**config.mk**
```make
export PLATFORM = sky130hd
export DESIGN_NAME = m_ram_arb
export DESIGN_NICKNAME = d
export VERILOG_FILES = /design/src/rtl/m_ram_arb.sv
export SDC_FILE = /design/constraint.sdc
export NUM_CORES = 1
export LEC_CHECK = 0
export ABC_AREA = 1
export CAP_MARGIN = 20
export CORE_AREA = 2 2 104 106
export CTS_BUF_LIST = sky130_fd_sc_hd__clkbuf_2 sky130_fd_sc_hd__clkbuf_4 sky130_fd_sc_hd__clkbuf_8
export DETAILED_ROUTE_END_ITERATION = 8
export DIE_AREA = 0 0 106 108
export PLACE_DENSITY = 0.7
export SYNTH_ARGS = -nofsm -noshare
export SYNTH_HDL_FRONTEND = slang
export SYNTH_SLANG_ARGS = --single-unit
```
**constraint.sdc**
```tcl
create_clock -name CLK_I -period 1.95 [get_ports CLK_I]
set_clock_uncertainty 0.1 [all_clocks]
set_input_delay 0.195 -clock CLK_I [delete_from_list [all_inputs] [get_ports CLK_I]]
set_output_delay 0.195 -clock CLK_I [all_outputs]
set_load 0.01 [all_outputs]
```
**src/rtl/m_ram_arb.sv**
```systemverilog
`default_nettype none
// ============================================================================
// Module      : m_ram_arb
// Description : Two-master arbiter in front of the single SPRAM slave port.
//               Master 0 is the core, master 1 a secondary bus master.
//               One grant at a time, held until the slave acknowledges, with
//               one IDLE bubble between grants.
//               Build option M_RAM_ARB_RR_EN: round-robin tie-break
//               (undefined: fixed priority, M0 wins ties).
// Revision    : 1.0 - initial release
// ============================================================================
module m_ram_arb #(
    parameter int ADRW = 17
) (
    input  logic            CLK_I,
    input  logic            RST_N_I,
    input  logic            M0_STB_I,
    input  logic            M0_WE_I,
    input  logic [ADRW-1:0] M0_ADR_I,
    input  logic [3:0]      M0_SEL_I,
    input  logic [31:0]     M0_DAT_I,
    output logic [31:0]     M0_DAT_O,
    output logic            M0_ACK_O,
    input  logic            M1_STB_I,
    input  logic            M1_WE_I,
    input  logic [ADRW-1:0] M1_ADR_I,
    input  logic [3:0]      M1_SEL_I,
    input  logic [31:0]     M1_DAT_I,
    output logic [31:0]     M1_DAT_O,
    output logic            M1_ACK_O,
    output logic            S_STB_O,
    output logic            S_WE_O,
    output logic [ADRW-1:0] S_ADR_O,
    output logic [3:0]      S_SEL_O,
    output logic [31:0]     S_DAT_O,
    input  logic [31:0]     S_DAT_I,
    input  logic            S_ACK_I,
    output logic [1:0]      GNT_O
);

    typedef enum logic [1:0] {
        ST_IDLE = 2'd0,
        ST_GNT0 = 2'd1,
        ST_GNT1 = 2'd2
    } state_t;

    state_t r_state;
    state_t w_next;
    logic   w_pick0;

`ifdef M_RAM_ARB_RR_EN
    // High when master 1 was the most recently granted master.
    logic r_last;

    // Remember who was granted last; updated only on entry to a grant state.
    always_ff @(posedge CLK_I) begin
        if (!RST_N_I) begin
            r_last <= 1'b1;
        end else if (r_state == ST_IDLE && w_next == ST_GNT0) begin
            r_last <= 1'b0;
        end else if (r_state == ST_IDLE && w_next == ST_GNT1) begin
            r_last <= 1'b1;
        end
    end

    // M0 wins if alone, or on a tie when M1 was served last.
    assign w_pick0 = M0_STB_I && (!M1_STB_I || r_last);
`else
    // Fixed priority: any M0 request wins.
    assign w_pick0 = M0_STB_I;
`endif

    // State register.
    always_ff @(posedge CLK_I) begin
        if (!RST_N_I) begin
            r_state <= ST_IDLE;
        end else begin
            r_state <= w_next;
        end
    end

    // Next state and slave/master muxing; outputs are forced idle while
    // reset is asserted so a grant interrupted by reset never acknowledges.
    always_comb begin
        w_next   = r_state;
        S_STB_O  = 1'b0;
        S_WE_O   = 1'b0;
        S_ADR_O  = '0;
        S_SEL_O  = 4'b0000;
        S_DAT_O  = 32'h0000_0000;
        M0_ACK_O = 1'b0;
        M1_ACK_O = 1'b0;
        GNT_O    = 2'b00;
        case (r_state)
            ST_IDLE: begin
                if (w_pick0) begin
                    w_next = ST_GNT0;
                end else if (M1_STB_I) begin
                    w_next = ST_GNT1;
                end
            end
            ST_GNT0: begin
                if (!M0_STB_I || S_ACK_I) begin
                    w_next = ST_IDLE;
                end
                if (RST_N_I) begin
                    GNT_O    = 2'b01;
                    S_STB_O  = M0_STB_I;
                    S_WE_O   = M0_WE_I;
                    S_ADR_O  = M0_ADR_I;
                    S_SEL_O  = M0_SEL_I;
                    S_DAT_O  = M0_DAT_I;
                    // An abandoned cycle must not see a late slave ACK.
                    M0_ACK_O = S_ACK_I && M0_STB_I;
                end
            end
            ST_GNT1: begin
                if (!M1_STB_I || S_ACK_I) begin
                    w_next = ST_IDLE;
                end
                if (RST_N_I) begin
                    GNT_O    = 2'b10;
                    S_STB_O  = M1_STB_I;
                    S_WE_O   = M1_WE_I;
                    S_ADR_O  = M1_ADR_I;
                    S_SEL_O  = M1_SEL_I;
                    S_DAT_O  = M1_DAT_I;
                    M1_ACK_O = S_ACK_I && M1_STB_I;
                end
            end
            default: begin
                w_next = ST_IDLE;
            end
        endcase
    end

    // Read data goes to both masters; only the owner's ACK qualifies it.
    assign M0_DAT_O = S_DAT_I;
    assign M1_DAT_O = S_DAT_I;

endmodule
`default_nettype wire

```
======== Word-level counts from Yosys, hierarchy flattened ========
Index checks and enable logic that the tools add are counted.
W data, S select, Z words.
word-level totals
  input port bits ......................... 145
  logic and storage cells ................. 41
  output and inout bits ................... 123
  flip-flop bits (word level) ............. 2
cells by class
  eq/ne operators ......................... 5
  reductions and logical operators ........ 8
  multiplexer cells ....................... 27
operators with widths
  cell                  number
  $mux W32              2
  $pmux W32 S2          1
  $mux W17              2
  $pmux W17 S2          1
  $mux W2               5
  $mux W1               9
  $mux W4               2
  $pmux W4 S2           1
  $pmux W2 S3           1
  $ne A2 B2 Y1 const B  2
  $pmux W1 S2           2
  $pmux W2 S2           1
  $ne A3 B3 Y1 const B  1
  $reduce_and A3 Y1     1
  $eq A2 B1 Y1 const B  1
  $eq A2 B2 Y1 const B  1
  $logic_and A1 B1 Y1   2
  $logic_not A1 Y1      2
  $logic_not A2 Y1      1
  $logic_or A1 B1 Y1    2

======== Depth between registers and ports, before layout ========
  word-level depth ........................ 4
  depth in mapped cells ................... 9
  gate-level depth less buffers ........... 8

======== Worst setup path before layout ========
Ideal clock, no wire load.
  path type ............................... register -> output
  start point ............................. reg r_state[0]
  end point ............................... out S_DAT_O[23]
  data required time ...................... 1.655 ns
  arrival ................................. 1.253 ns
  cell stages (with the launch flop) ...... 6
  path buffers ............................ 1
  setup slack ............................. 0.402 ns
  cells stage by stage .................... dfxtp_1 inv_1 ha_1 inv_2 clkbuf_1 a21oi_1
on the way
  cells in the longest elaborated chain, start to end .. 2
  elaborated cells between the ends (all ways) .. 3
  classes of those cells .................. 2 x eq/ne; 1 x mux
RTL lines
  item                                                 line  source
  start: declaration                                   47    state_t r_state;
  start signal: assignment                             78    r_state <= w_next;
  $eq A2 B2 Y1 / $eq A2 B1 Y1 (equally long branches)  94    case (r_state)
  $pmux W32 S2 (*)                                     94
  end: declaration                                     35    output logic [31:0] S_DAT_O,
Mark *: on every way between the ends. The rest lies on a longest branch, timed or not.

======== Final worst setup path ========
  start point ............................. reg r_state[0]
  end point ............................... out S_ADR_O[14]
on the way
  cells in the longest elaborated chain, start to end .. 2
  elaborated cells between the ends (all ways) .. 3
  classes of those cells .................. 2 x eq/ne; 1 x mux
RTL lines
  item                                                 line  source
  $eq A2 B2 Y1 / $eq A2 B1 Y1 (equally long branches)  94
  $pmux W17 S2 (*)                                     94
  end: declaration                                     33    output logic [ADRW-1:0] S_ADR_O,
Marks and branches as above.

==> out/results.ini <==
[yosys]
netlist_area_sq_um = 1630
synthArstFlopShare = 0
synth_most_common_cell = buf_4
synthCells = 285
synthAdderAreaFrac = 0.0383
synth-xor-area-share = 0
yosysSeqAreaShare = 0.0245
ys_ff_latch = 2
ys_warn_count = 0
synth_edf_count = 0
synth_area_leaders = buf_4 32%, nand3_1 17%, a21oi_1 15%, nand2_1 15%, buf_6 4.8%
synth_commonest_cells = 70 x buf_4, 64 x nand2_1, 55 x nand3_1
synth_top_family_by_area = buffers and inverters
synthMuxAreaShare = 0
yosys.area.top_type_share = 0.322
synth_cell_types = 18
synth_ff_type = dfxtp_1
synthSimpleGateAreaFrac = 0.339
synth_area_leader_cell = buf_4
synth_compound_area_frac = 0.179
avgSynthCellArea_sq_um = 5.73
syn-num-nets = 435

[routing]
drc = 0
initialDrtViolationCount = 94
dr.pass1.iters = 4
wl_um = 7930
route.met2.wl_um = 4170
wl_met1_um = 2920
route.met3.wl_um = 625
vias = 2292
top_layer_used = met4
viasPerCell = 4.30
ant_nets = 0
routedWlPerCell_um = 14.9

[global_routing]
grt_usage = 0.118
grt.overflow.total = 0
antenna_found_initial = 0
grt_max_degree = 28
grt_pass1_vias = 2195
grt_pass1_wl_um = 10600

[clocking]
cts_buffers = 3
cts_buffer_depth = 2
clk_latency_ns = 0.22
hold_buffers = 0
cts_tree = yes
htreeDepth = 1
numClockSinks = 2
clk_pin_slew_ns = 0.03
cts_root_buf = clkbuf_8

[cells_and_area]
fin_util = 0.301
drive_gt1_frac = 0.277
final_nets = 549
seqCellArea_sq_um = 42.5
top_register = r_state
num_antenna_cells = 0
fill_cells = 1124
syn2layout_area_growth_pct = 88.6
largest_reg_flops = 2
top_regs = r_state (2)
multi_input_area_sq_um = 990
fin_cells = 533

[placement]
place_inst = 522
place_congestion = 0.726
place_hpwl_um = 5720
io_buffers = 171

[floorplanning]
dieArea_sq_um = 11400
rows = 37
dieHeight_um = 108
io_pins = 268
die_x_um = 106
fp.coreArea_sq_um = 10200
initial_core_util = 0.160

[worst_setup_path]
r2r-end = r_state[0]
crit_type = reg2out
rr_worst_depth = 9
crit_chain = inv_2, ha_2, nand2_1, inv_4, buf_12, clkbuf_16, nand2_1, a21oi_1, buf_2
worst-path-max-fanout = 12
crit_slowest_cell = dfxtp_2
r2r_start = r_state[0]
crit_path_end_kind = output pin
startpoint_type = flip-flop
critPathRequiredTime_ns = 1.65
crit_arrival_ns = 1.60
crit_top_cell = nand2_1
crit_path_max_incr_delay_ns = 0.32
ff2ff_setup_slack_ns = 0.43

[sta]
relSlewSlack = 0.817
tightest_slew_ns = 0.275
slew_violations = 0
min_period_ns = 1.90
fmax_ghz = 0.527
hold_violations = 0
period_share = 0.974
finalSetupViolCount = 0
rsz0062_at_grt = yes

[power]
pwr_density_cell_nw_per_um2 = 309
p_leak_nw = 1.18
ir_drop_mv = 0.114

[min_path]
whs_endpoint = r_state[0]
hold_path_depth = 3
hold_start = RST_N_I
hold_class = in2reg

[run_status]
outcome = completed

[job]
drv_cap = 0

## report_power, final
| part | switching [mW] | internal, mW | leakage, nW |
|---|---|---|---|
| Combinational | 0.325 | 0.403 | 1.14 |
| Clock | 0.0417 | 0.131 | 0.0216 |
| Sequential | 0.00409 | 0.0464 | 0.0172 |
| Total | 0.371 | 0.581 | 1.18 |
## worst max path at each step
stage	from	endpoint	slack (ns)
floorplan	r_state[0]	S_DAT_O[23]	0.40
global placement	r_state[0]	S_DAT_O[4]	-0.07
detailed placement	r_state[1]	S_DAT_O[4]	-0.12
CTS	r_state[0]	S_DAT_O[25]	-0.02
global route	r_state[0]	S_ADR_O[7]	-0.02
finish	r_state[0]	S_ADR_O[14]	0.05
## stage by stage
stage / hold WS [ns] / cell area [sq um] / power, mW / setup TNS, ns / setup slack [ns]
detailed placement: 0.290 / 3060 / 0.714 / -2.90 / -0.121
global route: 0.209 / 3080 / 1.01 / -0.0802 / -0.0201
floorplan: 0.269 / 1630 / 0.431 / 0 / 0.402
finish: 0.193 / 3080 / 0.951 / 0 / 0.0514
CTS: 0.206 / 3110 / 0.907 / -0.105 / -0.0244
global placement: 0.290 / 3060 / 0.700 / -0.290 / -0.0701
## routing by layer
metal / track usage / vias up
met5: 0 / -
met4: 0.0508 / 0
met3: 0.0289 / 27
met2: 0.230 / 124
met1: 0.118 / 1037
li1: - / 1104
## timing repair
action                                 4_1_cts  5_1_grt
setup buffers                                0        3
resized for setup                          107      101
pin swaps                                    4        4
setup endpoints to repair                   59       48
gates cloned                                 1        4
endpoints found under the hold margin        0        0
## placed cells by master, fill, tap and decap left out
cell type,Yosys,routed
buf_16,0,1
dfxtp_2,0,2
nand2_2,1,2
nand2_1,64,63
buf_12,0,7
nor2_2,0,1
nor4_1,1,1
buf_2,5,22
buf_4,70,12
clkdlybuf4s15_1,0,1
clkdlybuf4s50_1,0,111
clkdlybuf4s15_2,0,2
inv_2,2,4
buf_6,7,1
inv_4,1,1
ha_1,5,2
a21oi_2,4,17
clkbuf_8,0,3
o21a_1,1,1
ha_2,0,1
a21oi_1,50,37
clkbuf_16,0,3
inv_1,7,5
ha_4,0,2
clkbuf_2,0,29
nand3_1,55,55
nor2_1,4,3
nor3_1,2,2
dlygate4sd2_1,0,6
## cells by family (layout without fill, tap and decap cells)
group                      after synthesis  count (layout)
adders and majority gates                5               5
buffers and inverters                   96             208
DFF                                      2               2
AOI/OAI and AO/OA                       55              55
and+or+nand+nor                        127             127
## worst max-delay path: cells and delay by family (launching register included)
kind | cells | cell delay, ns
AOI/OAI and AO/OA | 1 | 0.13
and+or+nand+nor | 2 | 0.13
adders and majority gates | 1 | 0.18
buffers and inverters | 5 | 0.61
DFF | 1 | 0.32
## cell type report
class                           count  area share
Multi-Input combinational cell    187       0.321
Tap cell                          136      0.0553
Inverter                           10      0.0130
Clock buffer                        3      0.0134
Timing Repair Buffer              195       0.583
Sequential cell                     2      0.0138
Power figures use the tool's default switching activity.
